<file path="src/rtl/l2_mem_ctrl_pkg.sv">
// Shared definitions for the L2 miss controller: default widths, FSM state
// encoding and the word-offset width helper.
package l2_mem_ctrl_pkg;

    localparam int DEF_DATA_WIDTH     = 32;
    localparam int DEF_ADDR_WIDTH     = 32;
    localparam int DEF_WORDS_PER_LINE = 4;

    // Width of the word index within a line; never narrower than one bit.
    function automatic int word_offset_w(input int words_per_line);
        return (words_per_line > 1) ? $clog2(words_per_line) : 1;
    endfunction

    localparam int WORD_OFFSET_W = word_offset_w(DEF_WORDS_PER_LINE);

    typedef enum logic [2:0] {
        ST_IDLE     = 3'd0,
        ST_WB_REQ   = 3'd1,
        ST_WB_GAP   = 3'd2,
        ST_FILL_REQ = 3'd3,
        ST_FILL_GAP = 3'd4,
        ST_RESP     = 3'd5
    } l2_state_e;

endpackage

</file>
<file path="src/rtl/l2_mem_ctrl.sv">
// L2 miss controller: optional dirty-victim write-back followed by a line fill,
// one memory word per handshake with a one-cycle gap between words.
module l2_mem_ctrl
    import l2_mem_ctrl_pkg::*;
#(
    parameter int DATA_WIDTH     = DEF_DATA_WIDTH,
    parameter int ADDR_WIDTH     = DEF_ADDR_WIDTH,
    parameter int WORDS_PER_LINE = DEF_WORDS_PER_LINE
) (
    input  logic                                 clk,
    input  logic                                 rst,
    input  logic                                 cmd_valid,
    output logic                                 cmd_ready,
    input  logic                                 cmd_evict,
    input  logic [ADDR_WIDTH-1:0]                cmd_fill_addr,
    input  logic [ADDR_WIDTH-1:0]                cmd_victim_addr,
    input  logic [DATA_WIDTH*WORDS_PER_LINE-1:0] cmd_victim_data,
    output logic                                 rsp_valid,
    output logic [DATA_WIDTH*WORDS_PER_LINE-1:0] rsp_data,
    output logic [ADDR_WIDTH-1:0]                l2_cache_addr,
    output logic [DATA_WIDTH-1:0]                l2_cache_data_in,
    input  logic [DATA_WIDTH-1:0]                l2_cache_data_out,
    output logic                                 l2_cache_read,
    output logic                                 l2_cache_write,
    input  logic                                 l2_cache_ready
);

    localparam int IDX_W      = word_offset_w(WORDS_PER_LINE);
    localparam int LINE_OFF_W = $clog2(WORDS_PER_LINE * DATA_WIDTH / 8);
    localparam logic [IDX_W-1:0]      LAST_IDX   = IDX_W'(WORDS_PER_LINE - 1);
    localparam logic [ADDR_WIDTH-1:0] WORD_BYTES = ADDR_WIDTH'(DATA_WIDTH / 8);
    localparam logic [ADDR_WIDTH-1:0] BASE_MASK  =
        ~((ADDR_WIDTH'(1) << LINE_OFF_W) - ADDR_WIDTH'(1));

    typedef logic [WORDS_PER_LINE-1:0][DATA_WIDTH-1:0] line_t;

    l2_state_e             state_q, state_d;
    logic [IDX_W-1:0]      idx_q, idx_d;
    logic [ADDR_WIDTH-1:0] fill_base_q, fill_base_d;
    logic [ADDR_WIDTH-1:0] victim_base_q, victim_base_d;
    line_t                 victim_data_q, victim_data_d;
    line_t                 line_q, line_d;
    line_t                 rsp_data_q, rsp_data_d;
    logic                  cmd_ready_q, cmd_ready_d;
    logic                  rd_q, rd_d;
    logic                  wr_q, wr_d;
    logic                  rsp_valid_q, rsp_valid_d;
    logic [ADDR_WIDTH-1:0] addr_q, addr_d;
    logic [DATA_WIDTH-1:0] wdata_q, wdata_d;

    // Next state, beat index, captured command and line-buffer updates.
    always_comb begin
        state_d       = state_q;
        idx_d         = idx_q;
        fill_base_d   = fill_base_q;
        victim_base_d = victim_base_q;
        victim_data_d = victim_data_q;
        line_d        = line_q;
        rsp_data_d    = rsp_data_q;
        case (state_q)
            ST_IDLE: begin
                if (cmd_valid && cmd_ready_q) begin
                    fill_base_d   = cmd_fill_addr & BASE_MASK;
                    victim_base_d = cmd_victim_addr & BASE_MASK;
                    victim_data_d = cmd_victim_data;
                    idx_d         = '0;
                    state_d       = cmd_evict ? ST_WB_REQ : ST_FILL_REQ;
                end else begin
                    state_d = ST_IDLE;
                end
            end
            ST_WB_REQ: begin
                if (l2_cache_ready) begin
                    if (idx_q == LAST_IDX) begin
                        // Last victim word goes straight into the fill, no gap.
                        state_d = ST_FILL_REQ;
                        idx_d   = '0;
                    end else begin
                        state_d = ST_WB_GAP;
                    end
                end else begin
                    state_d = ST_WB_REQ;
                end
            end
            ST_WB_GAP: begin
                state_d = ST_WB_REQ;
                idx_d   = idx_q + IDX_W'(1);
            end
            ST_FILL_REQ: begin
                if (l2_cache_ready) begin
                    line_d[idx_q] = l2_cache_data_out;
                    if (idx_q == LAST_IDX) begin
                        state_d    = ST_RESP;
                        rsp_data_d = line_d;
                    end else begin
                        state_d = ST_FILL_GAP;
                    end
                end else begin
                    state_d = ST_FILL_REQ;
                end
            end
            ST_FILL_GAP: begin
                state_d = ST_FILL_REQ;
                idx_d   = idx_q + IDX_W'(1);
            end
            ST_RESP: begin
                state_d = ST_IDLE;
                idx_d   = '0;
            end
            default: begin
                state_d = ST_IDLE;
                idx_d   = '0;
            end
        endcase
    end

    // Output look-ahead: decode the next state so every output leaves a flop.
    always_comb begin
        cmd_ready_d = (state_d == ST_IDLE);
        rd_d        = (state_d == ST_FILL_REQ);
        wr_d        = (state_d == ST_WB_REQ);
        rsp_valid_d = (state_d == ST_RESP);
        addr_d      = addr_q;
        wdata_d     = wdata_q;
        if (state_d == ST_WB_REQ) begin
            addr_d  = victim_base_d + ADDR_WIDTH'(idx_d) * WORD_BYTES;
            wdata_d = victim_data_d[idx_d];
        end else if (state_d == ST_FILL_REQ) begin
            addr_d = fill_base_d + ADDR_WIDTH'(idx_d) * WORD_BYTES;
        end else begin
            addr_d = addr_q;
        end
    end

    // State and datapath registers; reset drops any transaction in flight.
    always_ff @(posedge clk or posedge rst) begin
        if (rst) begin
            state_q       <= ST_IDLE;
            idx_q         <= '0;
            fill_base_q   <= '0;
            victim_base_q <= '0;
            victim_data_q <= '0;
            line_q        <= '0;
            rsp_data_q    <= '0;
            cmd_ready_q   <= 1'b1;
            rd_q          <= 1'b0;
            wr_q          <= 1'b0;
            rsp_valid_q   <= 1'b0;
            addr_q        <= '0;
            wdata_q       <= '0;
        end else begin
            state_q       <= state_d;
            idx_q         <= idx_d;
            fill_base_q   <= fill_base_d;
            victim_base_q <= victim_base_d;
            victim_data_q <= victim_data_d;
            line_q        <= line_d;
            rsp_data_q    <= rsp_data_d;
            cmd_ready_q   <= cmd_ready_d;
            rd_q          <= rd_d;
            wr_q          <= wr_d;
            rsp_valid_q   <= rsp_valid_d;
            addr_q        <= addr_d;
            wdata_q       <= wdata_d;
        end
    end

    assign cmd_ready        = cmd_ready_q;
    assign l2_cache_read    = rd_q;
    assign l2_cache_write   = wr_q;
    assign rsp_valid        = rsp_valid_q;
    assign l2_cache_addr    = addr_q;
    assign l2_cache_data_in = wdata_q;
    assign rsp_data         = rsp_data_q;

endmodule

</file>
<file path="config.mk">
export PLATFORM = sky130hd
export DESIGN_NAME = l2_mem_ctrl
export DESIGN_NICKNAME = d
export VERILOG_FILES = /design/src/rtl/l2_mem_ctrl_pkg.sv /design/src/rtl/l2_mem_ctrl.sv
export SDC_FILE = /design/constraint.sdc
export NUM_CORES = 1
export LEC_CHECK = 0
export ABC_CLOCK_PERIOD_IN_PS = 21200
export CAP_MARGIN = 20
export CELL_PAD_IN_SITES_DETAIL_PLACEMENT = 0
export CELL_PAD_IN_SITES_GLOBAL_PLACEMENT = 1
export CORE_MARGIN = 4
export CORE_UTILIZATION = 30
export CTS_BUF_LIST = sky130_fd_sc_hd__clkbuf_8
export DETAILED_ROUTE_END_ITERATION = 12
export PLACE_DENSITY = 0.66
export SLEW_MARGIN = 20
export SYNTH_ARGS = -nofsm -noshare
export SYNTH_HDL_FRONTEND = slang
export SYNTH_SLANG_ARGS = --single-unit
</file>
<file path="constraint.sdc">
create_clock -name clk -period 21.2 [get_ports clk]
set_input_delay 3.18 -clock clk [delete_from_list [all_inputs] [get_ports clk]]
set_output_delay 3.18 -clock clk [all_outputs]
set_load 0.005 [all_outputs]
</file>
==> results by group, run 1 <==
Placement
  – Area post-placement: approximately 27000 µm²
  – GPL Wtd Cong: between 0.8 and 0.9
  – Port-buffer cells: 416
  – Dpl cells: around 3.5k
  – Detailed placer's ending HPWL: approximately 47000 µm

Clock network
  – TritonCTS clock tree: built
  – H-Tree Depth: 3
  – CTS Hold Bufs: 0
  – CTS buffer count: 90
  – Root buffer cell: clkbuf_8
  – Post-CTS setup buffers: 0
  – Clock-pin slew on the worst setup and hold paths: 60 ps
  – Clock Tree Buf Depth: 3
  – # resized after CTS: 0
  – Clock sink count: roughly 500
  – Clock Latency Late Sink: 680 ps

Yosys
  – FF+latch count, synth: around 490
  – Sequential cell area fraction in the yosys report: a little under three fifths
  – Mean Syn Cell Area: 10.1 µm²
  – YS warnings: 0
  – Mapped Nets: 2447
  – Synth async-reset ratio: 100%
  – Netlist Area Pre-Place: roughly 22000 µm²
  – Synth Instances: between 2k and 2.5k
  – Unique masters post-synth: 66
  – Post-synth EDFFs: 0
  – Main synth FF type: dfrtp_1

Global route
  – Largest net degree at the start of global routing: between 150 and 200
  – GRT Total Usage: between 10% and 20%
  – Vias in the first global route: around 18k
  – Initial antenna violation count: 10
  – Grt ovf: 0
  – First-pass GRT wire length: approximately 110000 µm

Cells and area
  – Multi-input logic area: a little over 9000 µm²
  – Layout fillers: around 7k
  – Layout overhead on the synthesized area: 30.3%
  – Commonest non-fill, non-tap cell in the layout: nand2_1
  – Design area: 29000 µm²
  – Layout cells sized above 1: 11.8%
  – Final layout net count: between 2k and 3k
  – Sequential cell area: ~12000 µm²
  – Most frequent cells in the layout: nand2_1 (731), dfrtp_1 (488), clkdlybuf4s50_1 (416), mux2i_1 (198), mux2_2 (145)
  – Post-Layout Cell Count: approximately 3.6k

Routing
  – Post-Route WL: approximately 70000 µm
  – Initial drt markers: about 930
  – DRT Pass-1 Iters: 5
  – Wire per inst: ~19 µm
  – Ratio of routed vias to standard cells: between 4 and 5
  – # DRC: 0
  – DR vias: between 15k and 20k
  – Antenna-violating nets left: 0

Power and ir drop
  – Net Sw Frac: between 30% and 40%
  – Comb power frac: 42.3%
  – Reg power frac: between 30 and 40%
  – Leakage: about 14 nW
  – Power per cell area: ~140 nW/µm²
  – NetSw: 1.54 mW
  – Power Internal: approximately 2.6 mW
  – Max IR drop VDD: between 0.00008 and 0.00009 V
  – Clock share of power: between 20% and 30%

Worst setup path
  – CP Class: input port to flop
  – Worst R2R Path Depth: 13
  – Critical path endpoint category: flop
  – Worst EP arrival: around 8300 ps
  – R2R Path End: l2_cache_addr[18]
  – Reg2reg start: state_q[0]
  – Crit start category: input port
  – Worst Path Max Fanout: between 50 and 60
  – Critical Path RT: 21800 ps
  – R2R setup slack: about 16000 ps

Floorplanning
  – Initial Util: a little under a third
  – Rows: 99
  – Die footprint: 78600 µm²
  – Die Ht: 280 µm
  – Die width: 280 µm
  – Ports: 425
  – Core Region: 73200 µm²

STA
  – RSZ-0062 raised after global routing: no
  – Relative slew margins: 24.0%
  – F_max: between 100 and 150 MHz
  – Fin. Hold Viols: 0
  – Final period utilization: a little over a third
  – Final Skew: 42.9 ps
  – Slew Limit Fails: 0
  – Setup TNS: 0 ps
  – Final setup viols: 0
  – Least-Margin Pin Slew: 1130 ps
  – Min Tclk post-route: around 7700 ps

Min path
  – Worst min path class: flop to flop
  – Worst hold stages: 2
  – Hold path start: victim_data_q[74]
  – Hold Path End: victim_data_q[74]

Run
  – Max cap viols: 0

Run status
  – Status: finished, final reports clean
synthesized netlist by cell type, types with 7 or more instances:
cell / n / area [µm²]
a211oi_1: 12 / 90.1
a21o_1: 9 / 67.6
a21oi_1: 22 / 110
a31oi_1: 21 / 131
and2_1: 15 / 93.8
and3_1: 10 / 62.6
buf_1: 21 / 78.8
buf_2: 38 / 190
buf_4: 7 / 52.6
clkbuf_1: 72 / 270
dfrtp_1: 488 / 12200
ha_1: 8 / 100
inv_1: 32 / 120
mux2_2: 145 / 1630
mux2i_1: 198 / 1980
nand2_1: 736 / 2760
nand3_1: 28 / 140
nand4_1: 20 / 125
nor2_1: 31 / 116
nor3_1: 13 / 65.1
nor4_1: 10 / 62.6
o21ai_0: 128 / 641
o21ai_1: 43 / 215
or3_1: 9 / 56.3
xnor2_1: 10 / 87.6
sequential cells by signal, summed over array words and instances (netlist names):
name / cells
cmd_ready: 1
fill_base_q: 32
idx_q: 2
l2_cache_addr: 32
l2_cache_data_in: 32
l2_cache_read: 1
l2_cache_write: 1
line_q: 96
rsp_data: 128
rsp_valid: 1
state_q: 3
victim_base_q: 32
victim_data_q: 128
layout make-up:
| cell class | count | share of cell area (%) |
|---|---|---|
| Tap cell | 959 | 4.14 |
| Clock buffer | 102 | 4.84 |
| Timing Repair Buffer | 439 | 15.1 |
| Inverter | 33 | 0.453 |
| Antenna cell | 4 | 0.0345 |
| Multi-Input combinational cell | 1546 | 32.2 |
| Sequential cell | 489 | 42.2 |
| Clock inverter | 56 | 1.03 |
worst max-delay path by stage:
| stage | start | endpoint | slack, ps |
|---|---|---|---|
| after CTS | cmd_valid | l2_cache_addr[18] | 13690 |
| after detailed placement | cmd_valid | l2_cache_addr[18] | 12950 |
| final | cmd_valid | l2_cache_addr[18] | 13530 |
| after global routing | cmd_valid | l2_cache_addr[18] | 13350 |
| after floorplan | rst | fill_base_q[0] | 4370 |
| after global placement | cmd_valid | l2_cache_addr[18] | 12980 |
stage by stage:
step	util, %	power [mW]	setup slack, ps	hold slack, ps
CTS	39.6	4.22	13690	472
detailed placement	37.3	3.33	12950	458
global route	39.6	4.48	13350	483
finish	39.6	4.16	13530	468
global placement	37.2	3.28	12980	454
floorplan	-	2.61	4370	436
logic make-up after synthesis:
family,Yosys count,synth area share (%)
DFF,489,55.0
buffers and inverters,174,3.37
adders and majority gates,9,0.540
xor gates and xnor gates,13,0.512
and+or+nand+nor,895,16.5
muxes,343,16.2
AOI/OAI and AO/OA,286,7.77
power by group through the flow:
stage               clock network, mW  logic, mW  registers [mW]
detailed placement                  0       1.78            1.55
finish                          0.862       1.76            1.54
floorplan                           0       1.10            1.52
CTS                             0.896       1.79            1.54
global route                    0.943       1.95            1.59
global placement                    0       1.75            1.54
worst max-delay path, stage by stage:
cell,delay (ps)
clkdlybuf4s50_1,520
and2_1,730
o221a_2,310
buf_4,530
nand2_4,300
mux2_2,310
ha_1,190
fa_1,360
inv_1,140
a21o_1,210
a211oi_1,620
o221ai_1,260
or3_1,420
a31oi_1,170
routing by layer:
layer	vias up	share of wire [%]	GRT usage, %
met4	10	2.4	5.07
met1	8549	43	22.6
li1	8280	-	-
met5	-	0.093	0
met3	113	5.8	4.53
met2	467	49	29.8
Note: power is estimated with default switching activity, not from simulation.
==> run 2: changes to the inputs <==
ABC_CLOCK_PERIOD_IN_PS = 6500   (was 21200)
PLACE_DENSITY = 0.68   (was 0.66)
clock period = 6.5 ns   (was 21.2 ns; I/O delays follow)
==> results by group, run 2 (synthesized netlist as in run 1, its figures left out) <==
Run status
  – Status: finished, final reports clean

Cells and area
  – Layout cells sized above 1: between 10 and 15%
  – Final layout net count: 2842
  – Post-Layout Cell Count: around 3.6k
  – Sequential cell area: between 10000 and 15000 µm²
  – Layout fillers: ~7k
  – Most frequent cells in the layout: nand2_1 (731), dfrtp_1 (488), clkdlybuf4s50_1 (416), mux2i_1 (198), mux2_2 (145)
  – Multi-input logic area: around 9300 µm²
  – Commonest non-fill, non-tap cell in the layout: nand2_1
  – Layout overhead on the synthesized area: 31.5%
  – Final core occ: between 30% and 40%

Min path
  – Worst min path class: flop to flop
  – Worst hold stages: 2

Placement
  – GPL Wtd Cong: a little under 0.9
  – Pre-CTS setup slack: 1060 ps
  – Dpl cells: 3471
  – Port-buffer cells: 416
  – Detailed placer's ending HPWL: approximately 47000 µm

Power and ir drop
  – Leakage: around 14 nW
  – Total power draw: about 14 mW
  – Max IR drop VDD: ~0.00025 V
  – Power per cell area: about 470 nW/µm²

Global route
  – Initial antenna violation count: 5
  – Grt ovf: 0
  – GRT Total Usage: between 15 and 20%
  – First-pass GRT wire length: roughly 110000 µm
  – Largest net degree at the start of global routing: around 180
  – Vias in the first global route: ~18k

Clock network
  – Clock Latency Late Sink: approximately 700 ps
  – # resized after CTS: 0
  – Root buffer cell: clkbuf_8
  – Post-CTS setup buffers: 0
  – CTS buffer count: 90
  – Clock-pin slew on the worst setup and hold paths: 60 ps
  – H-Tree Depth: 3
  – Clock Tree Buf Depth: 3
  – Clock sink count: about 500
  – TritonCTS clock tree: built
  – CTS Hold Bufs: 0

STA
  – Final Skew: approximately 36 ps
  – Fin. Hold Viols: 0
  – Final WS setup: ~1700 ps
  – F_max: slightly above 200 MHz
  – Min Tclk post-route: between 4000 and 5000 ps
  – Final setup viols: 0
  – Least-Margin Pin Slew: around 1100 ps
  – Final period utilization: 74.1%
  – Slew Limit Fails: 0
  – RSZ-0062 raised after global routing: no
  – Relative slew margins: 28.1%

Routing
  – Ratio of routed vias to standard cells: just under 5
  – Post-Route WL: between 60000 and 70000 µm
  – DR vias: about 17k
  – Initial drt markers: about 970
  – Wire per inst: just under 20 µm
  – Antenna-violating nets left: 0
  – DRT Pass-1 Iters: 5
  – # DRC: 0

Worst setup path
  – Crit-path max cell delay: roughly 680 ps
  – Critical Path RT: between 7000 and 8000 ps
  – Worst Path Max Fanout: 23
  – Slowest cell on crit path: and2_1
  – Crit start category: input port
  – CP Class: input port to flop
  – Critical path endpoint category: flop
  – Cell Chain, Critical Path: clkdlybuf4s50_1, and2_1, a21oi_1, o32a_1, nand2_4, buf_4, mux2_2, fa_1, inv_1, a21o_1, a211oi_1, o221ai_1, or3_1, a31oi_1
  – Worst EP arrival: roughly 5400 ps
  – Worst R2R Path Depth: 12

Floorplanning
  – Die footprint: 78600 µm²
  – Initial Util: a little under a third
  – Rows: between 90 and 100
  – Ports: 425
  – Die width: ~280 µm
  – Core Region: around 73000 µm²
  – Die Ht: roughly 280 µm

Run
  – Max cap viols: 0
[run 2: power by group]
group	internal [mW]	switching (mW)
clock network	1.73	1.35
registers	4.37	0.649
logic	2.72	3.06
total	8.82	5.06
[run 2: path summary, 6_finish.rpt]
path	startpoint	to	slack, ps
worst max-delay path	cmd_valid	l2_cache_addr[18]	1690
worst min-delay path	victim_data_q[29]	victim_data_q[29]	470
worst max register to register	state_q[0]	l2_cache_addr[18]	1970
worst min register to register	victim_data_q[29]	victim_data_q[29]	470
max in group asynchronous	rst	line_q[75]	4190
min in group asynchronous	rst	rsp_data[23]	700
[run 2: area by class of cell]
type / instances / share of cell area [%]
sequential: 489 / 41.8
multi-input combinational: 1546 / 31.9
timing repair buffer: 444 / 15.2
clock buffer: 117 / 5.51
tap: 959 / 4.10
clock inverter: 42 / 0.992
inverter: 33 / 0.436
antenna: 2 / 0.0171
[run 2: critical path: cells and delay by family]
kind / cells / cell delay, ps
AOI/OAI and AO/OA: 6 / 1680
buffers and inverters: 3 / 1010
muxes: 1 / 260
adders and majority gates: 1 / 320
and+or+nand+nor: 3 / 1150
[run 2: through the flow]
stage               TNS [ps]  hold WS [ps]  cell area (µm²)
floorplan            -539140           436            22300
global placement           0           452            27300
detailed placement         0           457            27300
CTS                        0           472            29200
global route               0           485            29200
finish                     0           471            29200
[run 2: per-layer routing]
| metal | wire length [µm] | vias up | global-route usage [%] |
|---|---|---|---|
| met2 | 34000 | 459 | 29.7 |
| met4 | 1730 | 2 | 5.25 |
| met1 | 30100 | 8595 | 22.4 |
| li1 | - | 8280 | - |
| met3 | 4030 | 118 | 4.28 |
| met5 | 13 | - | 0 |
==> run 3: changes to the inputs <==
ABC_CLOCK_PERIOD_IN_PS = 4900   (was 6500)
PLACE_DENSITY = 0.66   (was 0.68)
clock period = 4.9 ns   (was 6.5 ns; I/O delays follow)
==> results by group, run 3 (synthesized netlist as in run 1, its figures left out) <==
Worst setup path
  – Worst EP arrival: roughly 4700 ps
  – Critical Path RT: approximately 5500 ps
  – Worst Path Max Fanout: 13
  – Worst R2R Path Depth: 14
  – CP Class: flop to flop
  – Reg2reg start: idx_q[1]
  – Crit start category: flop
  – R2R Path End: l2_cache_addr[18]
  – R2R setup slack: ~850 ps
  – Critical path endpoint category: flop

Power and ir drop
  – Max IR drop VDD: a little under 0.0004 V
  – Leakage: between 10 and 15 nW
  – Total power draw: 18.3 mW
  – Power per cell area: ~620 nW/µm²

Clock network
  – Clock sink count: about 490
  – H-Tree Depth: 3
  – Post-CTS setup buffers: 0
  – Clock-pin slew on the worst setup and hold paths: 60 ps
  – Root buffer cell: clkbuf_8
  – Clock Latency Late Sink: 690 ps
  – # resized after CTS: 0
  – TritonCTS clock tree: built
  – CTS buffer count: between 80 and 90
  – Clock Tree Buf Depth: 3
  – CTS Hold Bufs: 0

Min path
  – Hold Path End: victim_data_q[101]
  – Worst min path class: flop to flop
  – Hold path start: victim_data_q[101]
  – Worst hold stages: 2

STA
  – Fin. Hold Viols: 0
  – F_max: approximately 250 MHz
  – Min Tclk post-route: slightly above 4000 ps
  – Relative slew margins: 31.4%
  – RSZ-0062 raised after global routing: no
  – Final setup viols: 0
  – Final Skew: between 40 and 50 ps
  – Slew Limit Fails: 0
  – Least-Margin Pin Slew: about 1000 ps
  – Final period utilization: between 80% and 90%

Routing
  – Initial drt markers: around 1.1k
  – WL met1: 30200 µm
  – Antenna-violating nets left: 0
  – Post-Route WL: around 70000 µm
  – Wire per inst: slightly below 20 µm
  – Met3 WL: a little under 4000 µm
  – Met2 WL: between 30000 and 40000 µm
  – DR vias: around 18k
  – Ratio of routed vias to standard cells: between 4 and 5
  – # DRC: 0
  – DRT Pass-1 Iters: 5
  – Highest routed layer: met5

Run
  – Max cap viols: 0

Floorplanning
  – Rows: 99
  – Core Region: 73200 µm²
  – Ports: between 400 and 500
  – Die footprint: 78600 µm²
  – Initial Util: slightly above 30%
  – Die Ht: about 280 µm
  – Die width: roughly 280 µm

Cells and area
  – Layout overhead on the synthesized area: 31.6%
  – Design area: 29300 µm²
  – Layout cells sized above 1: about an eighth
  – Commonest non-fill, non-tap cell in the layout: nand2_1
  – Most frequent cells in the layout: nand2_1 (731), dfrtp_1 (488), clkdlybuf4s50_1 (416), mux2i_1 (198), mux2_2 (145)
  – Final layout net count: roughly 2.9k

Global route
  – First-pass GRT wire length: 110000 µm
  – Vias in the first global route: about 19k
  – Grt ovf: 0
  – Initial antenna violation count: 6
  – Largest net degree at the start of global routing: 138
  – GRT Total Usage: 17.9%

Placement
  – GPL Wtd Cong: between 0.8 and 0.9
  – Area post-placement: between 20000 and 30000 µm²
  – Detailed placer's ending HPWL: 47900 µm
  – Port-buffer cells: ~420

Run status
  – Status: finished, final reports clean
-- run 3: worst max-delay path: stages, from the launching register on --
cell and delay [ps]:
dfrtp_1 450, ha_1 270, nor2b_1 70, o21ai_1 290, o221a_2 300, nand2_4 60
buf_4 200, mux2_2 270, fa_1 360, inv_1 130, a21o_1 210, a211oi_1 570
o221ai_1 220, or3_1 410, a31oi_1 190
-- run 3: worst max-delay path by stage --
stage	start	end	slack [ps]
finish	idx_q[1]	l2_cache_addr[18]	850
detailed placement	l2_cache_ready	l2_cache_addr[18]	230
global placement	l2_cache_ready	l2_cache_addr[18]	310
global route	idx_q[1]	l2_cache_addr[18]	580
floorplan	rst	fill_base_q[0]	-2460
CTS	idx_q[1]	l2_cache_addr[18]	870
-- run 3: through the flow --
stage	setup WS [ps]	cells	hold WS (ps)	setup TNS, ps	util, %
after detailed placement	231	3482	456	0	37.5
final	847	3645	465	0	40.0
after floorplan	-2460	2209	436	-1203440	-
after global placement	310	3482	452	0	37.5
after CTS	868	3642	455	0	39.9
after global routing	582	3644	486	0	40.0
-- run 3: final cells by class --
type | count | area (µm²)
Timing Repair Buffer | 456 | 4550
Clock buffer | 113 | 1560
Antenna cell | 2 | 5.00
Tap cell | 959 | 1200
Clock inverter | 47 | 267
Multi-Input combinational cell | 1546 | 9340
Fill cell | 7155 | 43900
Inverter | 33 | 128
Sequential cell | 489 | 12200
-- run 3: where the power goes --
group / internal [mW] / switching, mW / total [mW]
sequential: 5.80 / 0.876 / 6.67
clock: 2.14 / 1.76 / 3.90
combinational: 3.65 / 4.03 / 7.68
-- run 3: routing by layer --
layer	track usage, %	up-vias
met4	5.43	6
met2	30.5	427
li1	-	8304
met3	4.01	123
met5	0	-
met1	22.7	8685
